**src/rtl/pipe_ctrl_pkg.sv**
```systemverilog
// pipe_ctrl_pkg
// Shared definitions for the ID-stage pipeline control unit:
//   - opcode encodings (OP_*)
//   - 8-bit control words per opcode (CTRL_*)
//   - bit index of MemRead inside the control word
//   - FSM state encoding for pipe_ctrl_unit
package pipe_ctrl_pkg;

  localparam logic [5:0] OP_RTYPE = 6'b000000;
  localparam logic [5:0] OP_ORI   = 6'b001101;
  localparam logic [5:0] OP_LW    = 6'b100011;
  localparam logic [5:0] OP_SW    = 6'b101011;
  localparam logic [5:0] OP_BEQ   = 6'b000100;
  localparam logic [5:0] OP_J     = 6'b000010;

  localparam logic [7:0] CTRL_RTYPE = 8'b10000001;
  localparam logic [7:0] CTRL_ORI   = 8'b10001010;
  localparam logic [7:0] CTRL_LW    = 8'b11101100;
  localparam logic [7:0] CTRL_SW    = 8'b00011100;
  localparam logic [7:0] CTRL_BEQ   = 8'b00001100;
  localparam logic [7:0] CTRL_J     = 8'b00000000;

  localparam int CTRL_MEMREAD = 5;

  typedef enum logic [1:0] {
    ST_RUN   = 2'd0,
    ST_STALL = 2'd1,
    ST_FLUSH = 2'd2
  } state_t;

endpackage

```
**src/rtl/pipe_ctrl_unit_ctrl_decode.sv**
```systemverilog
// ctrl_decode
// Purely combinational opcode decoder, shared with single-cycle datapaths.
// Ports:
//   opcode   in  6  instruction opcode field
//   ctrl     out 8  control word (0 for undefined opcodes)
//   branch   out 1  opcode is beq
//   jump     out 1  opcode is j
//   uses_rt  out 1  instruction reads rt as a source (R-type, sw, beq)
//   illegal  out 1  opcode is not defined
module ctrl_decode
  import pipe_ctrl_pkg::*;
(
  input  logic [5:0] opcode,
  output logic [7:0] ctrl,
  output logic       branch,
  output logic       jump,
  output logic       uses_rt,
  output logic       illegal
);

  always_comb begin
    ctrl    = '0;
    branch  = 1'b0;
    jump    = 1'b0;
    uses_rt = 1'b0;
    illegal = 1'b0;
    case (opcode)
      OP_RTYPE: begin
        ctrl    = CTRL_RTYPE;
        uses_rt = 1'b1;
      end
      OP_ORI: ctrl = CTRL_ORI;
      OP_LW:  ctrl = CTRL_LW;
      OP_SW: begin
        ctrl    = CTRL_SW;
        uses_rt = 1'b1;
      end
      OP_BEQ: begin
        ctrl    = CTRL_BEQ;
        branch  = 1'b1;
        uses_rt = 1'b1;
      end
      OP_J: begin
        ctrl = CTRL_J;
        jump = 1'b1;
      end
      default: illegal = 1'b1;
    endcase
  end

endmodule

```
**src/rtl/pipe_ctrl_unit.sv**
```systemverilog
// pipe_ctrl_unit
// ID-stage control for a 5-stage pipeline: decodes the IF/ID instruction,
// registers control word and register fields into ID/EX, stalls on load-use
// hazards (STALL_CYCLES bubbles) and flushes IF/ID after a taken branch or
// jump (FLUSH_CYCLES cycles).
// Optional build macro CTRL_ILLEGAL_TRAP_EN adds a sticky illegal-opcode
// trap (trap_o) that freezes PC and IF/ID until reset.
// Ports:
//   clk, rst_n              clock, asynchronous active-low reset
//   instr_i, instr_valid_i  IF/ID instruction and its valid flag
//   branch_taken_i          ID-stage rs==rt compare
//   branch_o, jump_o        decoded beq / j, only when issuing in RUN
//   pc_write_o              PC update enable
//   ifid_write_o            IF/ID update enable
//   ifid_flush_o            zero IF/ID on the next edge
//   idex_ctrl_o             registered control word
//   idex_rs/rt/rd_o         registered register fields
//   idex_valid_o            ID/EX holds a real instruction
//   illegal_o               current opcode is undefined
//   trap_o                  (CTRL_ILLEGAL_TRAP_EN only) sticky trap flag
module pipe_ctrl_unit
  import pipe_ctrl_pkg::*;
#(
  parameter int INSTR_W      = 32,
  parameter int REG_AW       = 5,
  parameter int STALL_CYCLES = 1,
  parameter int FLUSH_CYCLES = 1
) (
  input  logic              clk,
  input  logic              rst_n,
  input  logic [INSTR_W-1:0] instr_i,
  input  logic              instr_valid_i,
  input  logic              branch_taken_i,
  output logic              branch_o,
  output logic              jump_o,
  output logic              pc_write_o,
  output logic              ifid_write_o,
  output logic              ifid_flush_o,
  output logic [7:0]        idex_ctrl_o,
  output logic [REG_AW-1:0] idex_rs_o,
  output logic [REG_AW-1:0] idex_rt_o,
  output logic [REG_AW-1:0] idex_rd_o,
  output logic              idex_valid_o,
  output logic              illegal_o
`ifdef CTRL_ILLEGAL_TRAP_EN
  ,
  output logic              trap_o
`endif
);

  // Instruction fields
  logic [5:0]        opcode;
  logic [REG_AW-1:0] rs;
  logic [REG_AW-1:0] rt;
  logic [REG_AW-1:0] rd;

  assign opcode = instr_i[INSTR_W-1 -: 6];
  assign rs     = REG_AW'(instr_i[25:21]);
  assign rt     = REG_AW'(instr_i[20:16]);
  assign rd     = REG_AW'(instr_i[15:11]);

  logic [7:0] dec_ctrl;
  logic       dec_branch;
  logic       dec_jump;
  logic       dec_uses_rt;
  logic       dec_illegal;

  ctrl_decode u_decode (
    .opcode  (opcode),
    .ctrl    (dec_ctrl),
    .branch  (dec_branch),
    .jump    (dec_jump),
    .uses_rt (dec_uses_rt),
    .illegal (dec_illegal)
  );

  // State and ID/EX registers
  state_t            state_reg, state_next;
  logic [1:0]        cnt_reg, cnt_next;
  logic [7:0]        idex_ctrl_reg;
  logic [REG_AW-1:0] idex_rs_reg, idex_rt_reg, idex_rd_reg;
  logic              idex_valid_reg;

  // Load-use hazard: the load in EX writes a register the current
  // instruction reads. $0 never creates a dependency.
  logic hazard;
  assign hazard = instr_valid_i & idex_valid_reg & idex_ctrl_reg[CTRL_MEMREAD]
                & (idex_rt_reg != '0)
                & ((idex_rt_reg == rs) | (dec_uses_rt & (idex_rt_reg == rt)));

  // Redirect only considered when the instruction actually issues in RUN.
  logic redirect;
  assign redirect = instr_valid_i & ((dec_branch & branch_taken_i) | dec_jump);

  // Trap logic
  logic trap_active;
`ifdef CTRL_ILLEGAL_TRAP_EN
  logic       trap_reg;
  logic       trap_set;
  logic [7:0] trap_pc_cnt_reg;

  assign trap_set    = (state_reg == ST_RUN) & instr_valid_i & dec_illegal & ~trap_reg;
  // The trapping instruction itself also holds the PC so it stays inspectable.
  assign trap_active = trap_reg | trap_set;
  assign trap_o      = trap_reg;

  always_ff @(posedge clk or negedge rst_n) begin
    if (!rst_n) begin
      trap_reg        <= 1'b0;
      trap_pc_cnt_reg <= '0;
    end else begin
      if (trap_set)
        trap_reg <= 1'b1;
      if (!trap_active && state_reg == ST_RUN)
        trap_pc_cnt_reg <= trap_pc_cnt_reg + 8'd1;
    end
  end
`else
  assign trap_active = 1'b0;
`endif

  // FSM: state register
  always_ff @(posedge clk or negedge rst_n) begin
    if (!rst_n) begin
      state_reg <= ST_RUN;
      cnt_reg   <= '0;
    end else begin
      state_reg <= state_next;
      cnt_reg   <= cnt_next;
    end
  end

  // FSM: next state. The RUN cycle that detects a hazard/redirect is itself
  // the first bubble/flush cycle, so the extra states cover the remainder.
  always_comb begin
    state_next = state_reg;
    cnt_next   = cnt_reg;
    case (state_reg)
      ST_RUN: begin
        if (hazard) begin
          if (STALL_CYCLES > 1) begin
            state_next = ST_STALL;
            cnt_next   = 2'(STALL_CYCLES - 1);
          end
        end else if (redirect) begin
          if (FLUSH_CYCLES > 1) begin
            state_next = ST_FLUSH;
            cnt_next   = 2'(FLUSH_CYCLES - 1);
          end
        end
      end
      ST_STALL, ST_FLUSH: begin
        cnt_next = cnt_reg - 2'd1;
        if (cnt_reg == 2'd1)
          state_next = ST_RUN;
      end
      default: begin
        state_next = ST_RUN;
        cnt_next   = '0;
      end
    endcase
  end

  // FSM: outputs. Everything is held at 0 while reset is asserted.
  logic issue;

  always_comb begin
    pc_write_o   = 1'b0;
    ifid_write_o = 1'b0;
    ifid_flush_o = 1'b0;
    branch_o     = 1'b0;
    jump_o       = 1'b0;
    illegal_o    = 1'b0;
    issue        = 1'b0;
    if (rst_n) begin
      illegal_o = dec_illegal;
      case (state_reg)
        ST_RUN: begin
          if (!hazard) begin
            pc_write_o   = 1'b1;
            ifid_write_o = 1'b1;
            issue        = 1'b1;
            branch_o     = instr_valid_i & dec_branch;
            jump_o       = instr_valid_i & dec_jump;
            ifid_flush_o = redirect;
          end
        end
        ST_FLUSH: begin
          pc_write_o   = 1'b1;
          ifid_write_o = 1'b1;
          ifid_flush_o = 1'b1;
        end
        default: ;
      endcase
      if (trap_active) begin
        pc_write_o   = 1'b0;
        ifid_write_o = 1'b0;
      end
    end
  end

  // ID/EX register: decoded instruction when issuing, otherwise an all-zero bubble.
  always_ff @(posedge clk or negedge rst_n) begin
    if (!rst_n) begin
      idex_ctrl_reg  <= '0;
      idex_rs_reg    <= '0;
      idex_rt_reg    <= '0;
      idex_rd_reg    <= '0;
      idex_valid_reg <= 1'b0;
    end else if (issue) begin
      idex_ctrl_reg  <= dec_ctrl;
      idex_rs_reg    <= rs;
      idex_rt_reg    <= rt;
      idex_rd_reg    <= rd;
      idex_valid_reg <= instr_valid_i & ~dec_illegal;
    end else begin
      idex_ctrl_reg  <= '0;
      idex_rs_reg    <= '0;
      idex_rt_reg    <= '0;
      idex_rd_reg    <= '0;
      idex_valid_reg <= 1'b0;
    end
  end

  assign idex_ctrl_o  = idex_ctrl_reg;
  assign idex_rs_o    = idex_rs_reg;
  assign idex_rt_o    = idex_rt_reg;
  assign idex_rd_o    = idex_rd_reg;
  assign idex_valid_o = idex_valid_reg;

endmodule

```
**config.mk**
```make
export PLATFORM = sky130hd
export DESIGN_NAME = pipe_ctrl_unit
export DESIGN_NICKNAME = d
export VERILOG_FILES = /design/src/rtl/pipe_ctrl_pkg.sv /design/src/rtl/pipe_ctrl_unit_ctrl_decode.sv /design/src/rtl/pipe_ctrl_unit.sv
export SDC_FILE = /design/constraint.sdc
export NUM_CORES = 1
export LEC_CHECK = 0
export ABC_AREA = 1
export CORE_UTILIZATION = 33
export CTS_CLUSTER_DIAMETER = 50
export DETAILED_ROUTE_END_ITERATION = 12
export PLACE_DENSITY = 0.75
export SLEW_MARGIN = 20
export SYNTH_ARGS = -nofsm -noshare
export SYNTH_HDL_FRONTEND = slang
export SYNTH_SLANG_ARGS = --single-unit
```
**constraint.sdc**
```tcl
create_clock -name clk -period 1.8 [get_ports clk]
set_input_delay 0.45 -clock clk [delete_from_list [all_inputs] [get_ports clk]]
set_output_delay 0.45 -clock clk [all_outputs]
set_load 0.02 [all_outputs]
```
* Word level (Yosys, flattened, before mapping)
Index checks and enable logic that the tools add are counted.
** Word-level totals
- Latch bits :: 0
- Bits in registers :: 28
- Memories :: 0
- Input bits :: 36
- Bits in read-only memories :: 0
- Bits in writable memories :: 0
** Cells by class
- $lt $le $gt $ge :: 0
- Eq/ne operators :: 11
- Mux-type cells :: 28
- Reductions and logical operators :: 7
- Multipliers :: 0
- Bitwise operators :: 13
- Div/mod/pow operators :: 0
- Shift-type cells :: 0
- Add/subtract/negate cells :: 1
** Operators with widths (number)
- one-hot mux 8 bit (5 select lines) :: 1
- two-way mux 1 bit :: 18
- two-way mux 5 bit :: 3
- == test 6 bit, second input constant :: 2
- bitwise AND 1 bit :: 10
- == test 5 bit :: 2
- two-way mux 8 bit :: 1
- one-hot mux 2 bit (2 select lines) :: 2
- == test 6 x 2 -> 1 bit, second input constant :: 1
- == test 6 x 3 -> 1 bit, second input constant :: 1
- == test 6 x 4 -> 1 bit, second input constant :: 1
- logical NOT 6 bit :: 1
- OR reduction 6 bit :: 1
- nonzero test 5 bit :: 1
- == test 2 x 1 -> 1 bit, second input constant :: 2
- one-hot mux 1 bit (2 select lines) :: 2
- OR reduction 3 bit :: 1
- == test 2 bit, second input constant :: 1
- logical NOT 2 bit :: 1
- two-way mux 2 bit :: 1
- inequality test 2 bit, second input constant :: 1
- bitwise OR 1 bit :: 2
- AND reduction 2 bit :: 1
- OR reduction 2 bit :: 1
- other kinds (2) :: 2

* Longest topological paths before layout
- Depth in word-level cells :: 10
- Mapped depth :: 13
- Depth with buffers taken out :: 11

* By module
Synthesis repeated with hierarchy kept, for this count alone.
** Second synthesis, totals
- Cells, all modules :: 170
- Area, all modules :: 1276.2 um2
** By module, submodules not included
- pipe_ctrl_unit :: seq. area each 600.6 um2, area each 1066.0 um2, times used 1, cells an instance 133
- ctrl_decode :: seq. area each 0.0 um2, area each 210.2 um2, times used 1, cells an instance 37

* Worst setup path before layout
No wires, ideal clock.
- Path type :: flip-flop to output port
- From :: register idex_rt_reg[2], in the netlist idex_rt_o[2]
- To :: output pc_write_o
- Cell stages (with the launch flop) :: 14
- Required time :: 1.350 ns
- Slack :: -0.155 ns
- Data arrival time :: 1.505 ns
- Buffers on the path :: 2
- Cells stage by stage :: dfrtp_1 > inv_1 > nand2_1 > nand2_1 > inv_1 > nand3_1 > nor2_1 > nand2_1 > nand2_1 > nand2_1 > nand2_4 > buf_6 > inv_1 > buf_4
** On the way
- Word-level cells in the longest chain between the ends :: 7
** Ends and longest elaborated chain
- start: declaration :: RTL line pipe_ctrl_unit.sv:81 : logic [REG_AW-1:0] idex_rs_reg, idex_rt_reg, idex_rd_reg;
- start signal: assignment :: RTL line pipe_ctrl_unit.sv:213 : idex_rt_reg <= rt;
- == test 5 bit :: RTL line pipe_ctrl_unit.sv:89 : & ((idex_rt_reg == rs) | (dec_uses_rt & (idex_rt_reg == rt)));
- bitwise AND 1 bit :: RTL line pipe_ctrl_unit.sv:89
- bitwise OR 1 bit :: RTL line pipe_ctrl_unit.sv:89
- bitwise AND 1 bit (*) :: RTL line pipe_ctrl_unit.sv:89
- two-way mux 1 bit (*)
- one-hot mux 1 bit (2 select lines) (*)
- two-way mux 1 bit (*)
- end: declaration :: RTL line pipe_ctrl_unit.sv:36 : output logic pc_write_o,
Mark *: on every way between the ends. The rest lies on a longest branch, timed or not.

* Worst setup path after layout
- From :: register idex_rt_reg[2], in the netlist idex_rt_o[2]
- To :: output ifid_write_o
** On the way
- Word-level cells in the longest chain between the ends :: 7
** Ends and longest elaborated chain
- == test 5 bit :: RTL line pipe_ctrl_unit.sv:89
- bitwise AND 1 bit :: RTL line pipe_ctrl_unit.sv:89
- bitwise OR 1 bit :: RTL line pipe_ctrl_unit.sv:89
- bitwise AND 1 bit (*) :: RTL line pipe_ctrl_unit.sv:89
- two-way mux 1 bit (*) :: RTL line pipe_ctrl_unit.sv:179 : if (!hazard) begin
- one-hot mux 1 bit (2 select lines) (*) :: RTL line pipe_ctrl_unit.sv:177 : case (state_reg)
- two-way mux 1 bit (*) :: RTL line pipe_ctrl_unit.sv:175 : if (rst_n) begin
- end: declaration :: RTL line pipe_ctrl_unit.sv:37 : output logic ifid_write_o,
Marks and branches as above.

==> out/summary.txt <==
FF-to-FF End - idex_ctrl_o[1]
Initial core utilization - 35.7%
Post-route antenna net violation count - 0
Yosys reg bits - 23
Final WS setup - -0.542 ns
DRT iter0 DRCs - 106
Hold Path Class - primary input to async pin
Max incr delay on CP - 0.45 ns
P per Cell Area - 497 nW/um^2
Crit Path Class - flop to output port
1st-pass router iterations - 4
Violated checks - setup timing
Hold buffers post-CTS - 0
R2r worst-path depth - 10
Critical Path AT - 1.89 ns
WL/cell - 13.5 um
TritonCTS Sinks - 23
Minimum clock period - 2.34 ns
Crit. End Element - output port
Num ports - 66
Synth top area share - 51.6%
CP startpoint - idex_rt_o[2]
Clk slew on worst S/H paths - 0.13 ns
Via count of the first global-routing pass - 1230
Tightest Pin Transition - 0.291 ns
CP max stage cell - dfrtp_2
Post-Route WL - 4130 um
Total GRT Usage - 20.7%
LEAKAGE - 1.25 nW
Insertion delay to the later sink of the worst-skew pair - 0.30 ns
Overflow after GRT - 0
Most used DFF post-synth - dfrtp_1
Vias - 1407
Die outline width - 60.2 um
Synth area leaders - dfrtp_1, nor2_1, inv_1
Drt via density - 4.60
CP Cell Sequence - buf_6 > xor2_1 > a21oi_1 > nand3_1 > nand2_1 > nand2_2 > nand2_4 > clkinvlp_4 > buf_6
Die Y - 60.2 um
Most common cell in the netlist - nor2_1
Initial antenna violation count - 0
CTS Buffer Depth - 2
Max rail drop VDD - 0.311 mV
Number of synthesized flops with an enable pin - 0
Synth cell count leaders - nor2_1, inv_1, nand2_1, dfrtp_1, nand3_1
CP max FO - 6
Fmax - 0.427 GHz
Nature of the critical path startpoint - flop
CORE AREA - 3130 um^2
Synth warn - 0
Synth Cell Area - 1120 um^2
Synth area leader - dfrtp_1
DRC viols - 0
Async SR Flop Fraction - 100%
Cells after Synth - 147
Final-report setup violation count - 17
CTS Root Cell - clkbuf_4
Minimum hold slack - 0.258 ns
Run status - finished, violations left
Nets - 299
Reg2Reg Setup Slack - -0.02 ns
Unrepaired setup endpoints after global routing - true
Final period utilization - 130%
Most frequent CP cell - buf_6
Crit path required time - 1.35 ns
Avg Synthesized Cell Area - 7.59 um^2
Final Wtd Congestion - 0.855
Syn_nets - 183
Port Buffers - 54
Cell variety after synth - 15
Area Overhead vs Synth - 104%
Die area - 3620 um^2
Fillers - 224
ANT cells - 0
Hold Vio Cnt, Final - 0
H-tree levels - 1
CTS tree - built
Rows - 20
First-pass GRT wire length - 5510 um
Largest net degree at the start of global routing - 17
Post-DP HPWL - 2190 um
Post-Route Skew - 0.00554 ns
CTS buffer count - 3
Pins over their slew limit - 0
Reg-to-Reg Start - idex_rt_o[2]
Total of max-cap violations - 0
Part of the Yosys area used for sequential elements - 51.6%
Pre-CTS setup slack - -1.05 ns
Share of layout cells above drive strength 1 - 45.4%
Slew headroom - 80.6%
==> metal layers <==
metal | wire [um] | up-vias | GRT usage [%]
li1 | - | 662 | -
met3 | 191 | 18 | 1.30
met2 | 2170 | 70 | 38.9
met1 | 1590 | 657 | 25.4
met5 | 0 | - | 0
met4 | 172 | 0 | 4.98
==> area by class of cell <==
class / instances / area, um^2 / share of cell area (%)
Clock buffer: 3 / 22.5 / 0.987
Inverter: 34 / 134 / 5.87
Tap cell: 44 / 55.1 / 2.41
Sequential cell: 23 / 582 / 25.5
Multi-Input combinational cell: 86 / 485 / 21.3
Clock inverter: 1 / 5.00 / 0.219
Timing Repair Buffer: 115 / 997 / 43.7
==> worst max path at each step <==
stage / to / slack [ns] / cells after the start
after global placement: illegal_o / -1.05 / 9
final: ifid_write_o / -0.54 / 9
after CTS: ifid_write_o / -0.38 / 11
after floorplan: pc_write_o / -0.12 / 10
after detailed placement: illegal_o / -1.05 / 9
after global routing: ifid_write_o / -0.59 / 9
==> repair_timing <==
item | CTS | global route
resized for setup | 61 | 65
setup endpoints to repair | 12 | 10
pin swaps | 9 | 10
setup buffers | 35 | 6
==> placed cells by master (no fill, tap or decap) <==
master,instances
a21oi_1,3
buf_2,1
buf_4,62
buf_6,12
buf_8,1
clkbuf_2,1
clkbuf_4,3
clkdlybuf4s50_1,25
clkinv_2,1
clkinvlp_4,1
dfrtp_1,18
dfrtp_2,5
dlygate4sd2_1,11
dlymetal6s2s_1,2
inv_1,23
inv_2,9
inv_4,1
nand2_1,24
nand2_2,2
nand2_4,1
nand3_1,4
nand3_2,3
nand3_4,3
nand4_1,4
nor2_1,28
nor2_2,7
nor2_4,4
nor3_2,1
xnor2_2,1
xor2_1,1
==> per-stage QoR <==
| step | setup TNS (ns) | std cells | total power [mW] | utilization (%) | cell area, um^2 |
|---|---|---|---|---|---|
| 3_5_place_dp | -11.94 | 263 | 0.815 | 60.1 | 1880 |
| 2_1_floorplan | -0.121 | 147 | 0.662 | - | 1160 |
| 5_1_grt | -3.24 | 306 | 1.18 | 72.9 | 2280 |
| 6_report | -2.63 | 306 | 1.13 | 72.9 | 2280 |
| 4_1_cts | -2.14 | 302 | 1.09 | 68.6 | 2140 |
| 3_3_place_gp | -11.10 | 263 | 0.812 | 60.1 | 1880 |
==> registers in the layout (all words and copies together), names as in the netlist <==
name,flops
idex_valid_o,1
idex_rd_o,5
idex_rt_o,5
idex_rs_o,5
idex_ctrl_o,7
==> cell families after synthesis <==
family                    count (synthesis)  synth area share [%]
AOI/OAI and AO/OA                         3                  1.34
buffers and inverters                    38                  14.8
xor gates and xnor gates                  2                  1.57
and+or+nand+nor                          81                  30.7
DFF                                      23                  51.6
==> critical path: cells and delay by family, from the launching register on <==
kind / cells / cell delay, ns
DFF: 1 / 0.45
AOI/OAI and AO/OA: 1 / 0.16
xor gates and xnor gates: 1 / 0.16
and+or+nand+nor: 4 / 0.43
buffers and inverters: 3 / 0.39
==> power by group <==
part	switching [mW]	internal, mW	leakage, nW	total (mW)
clock network	0.154	0.0828	0.0177	0.237
logic	0.166	0.182	0.936	0.348
registers	0.0125	0.537	0.298	0.549
total	0.333	0.802	1.25	1.13
Note: power is estimated with default switching activity, not from simulation.
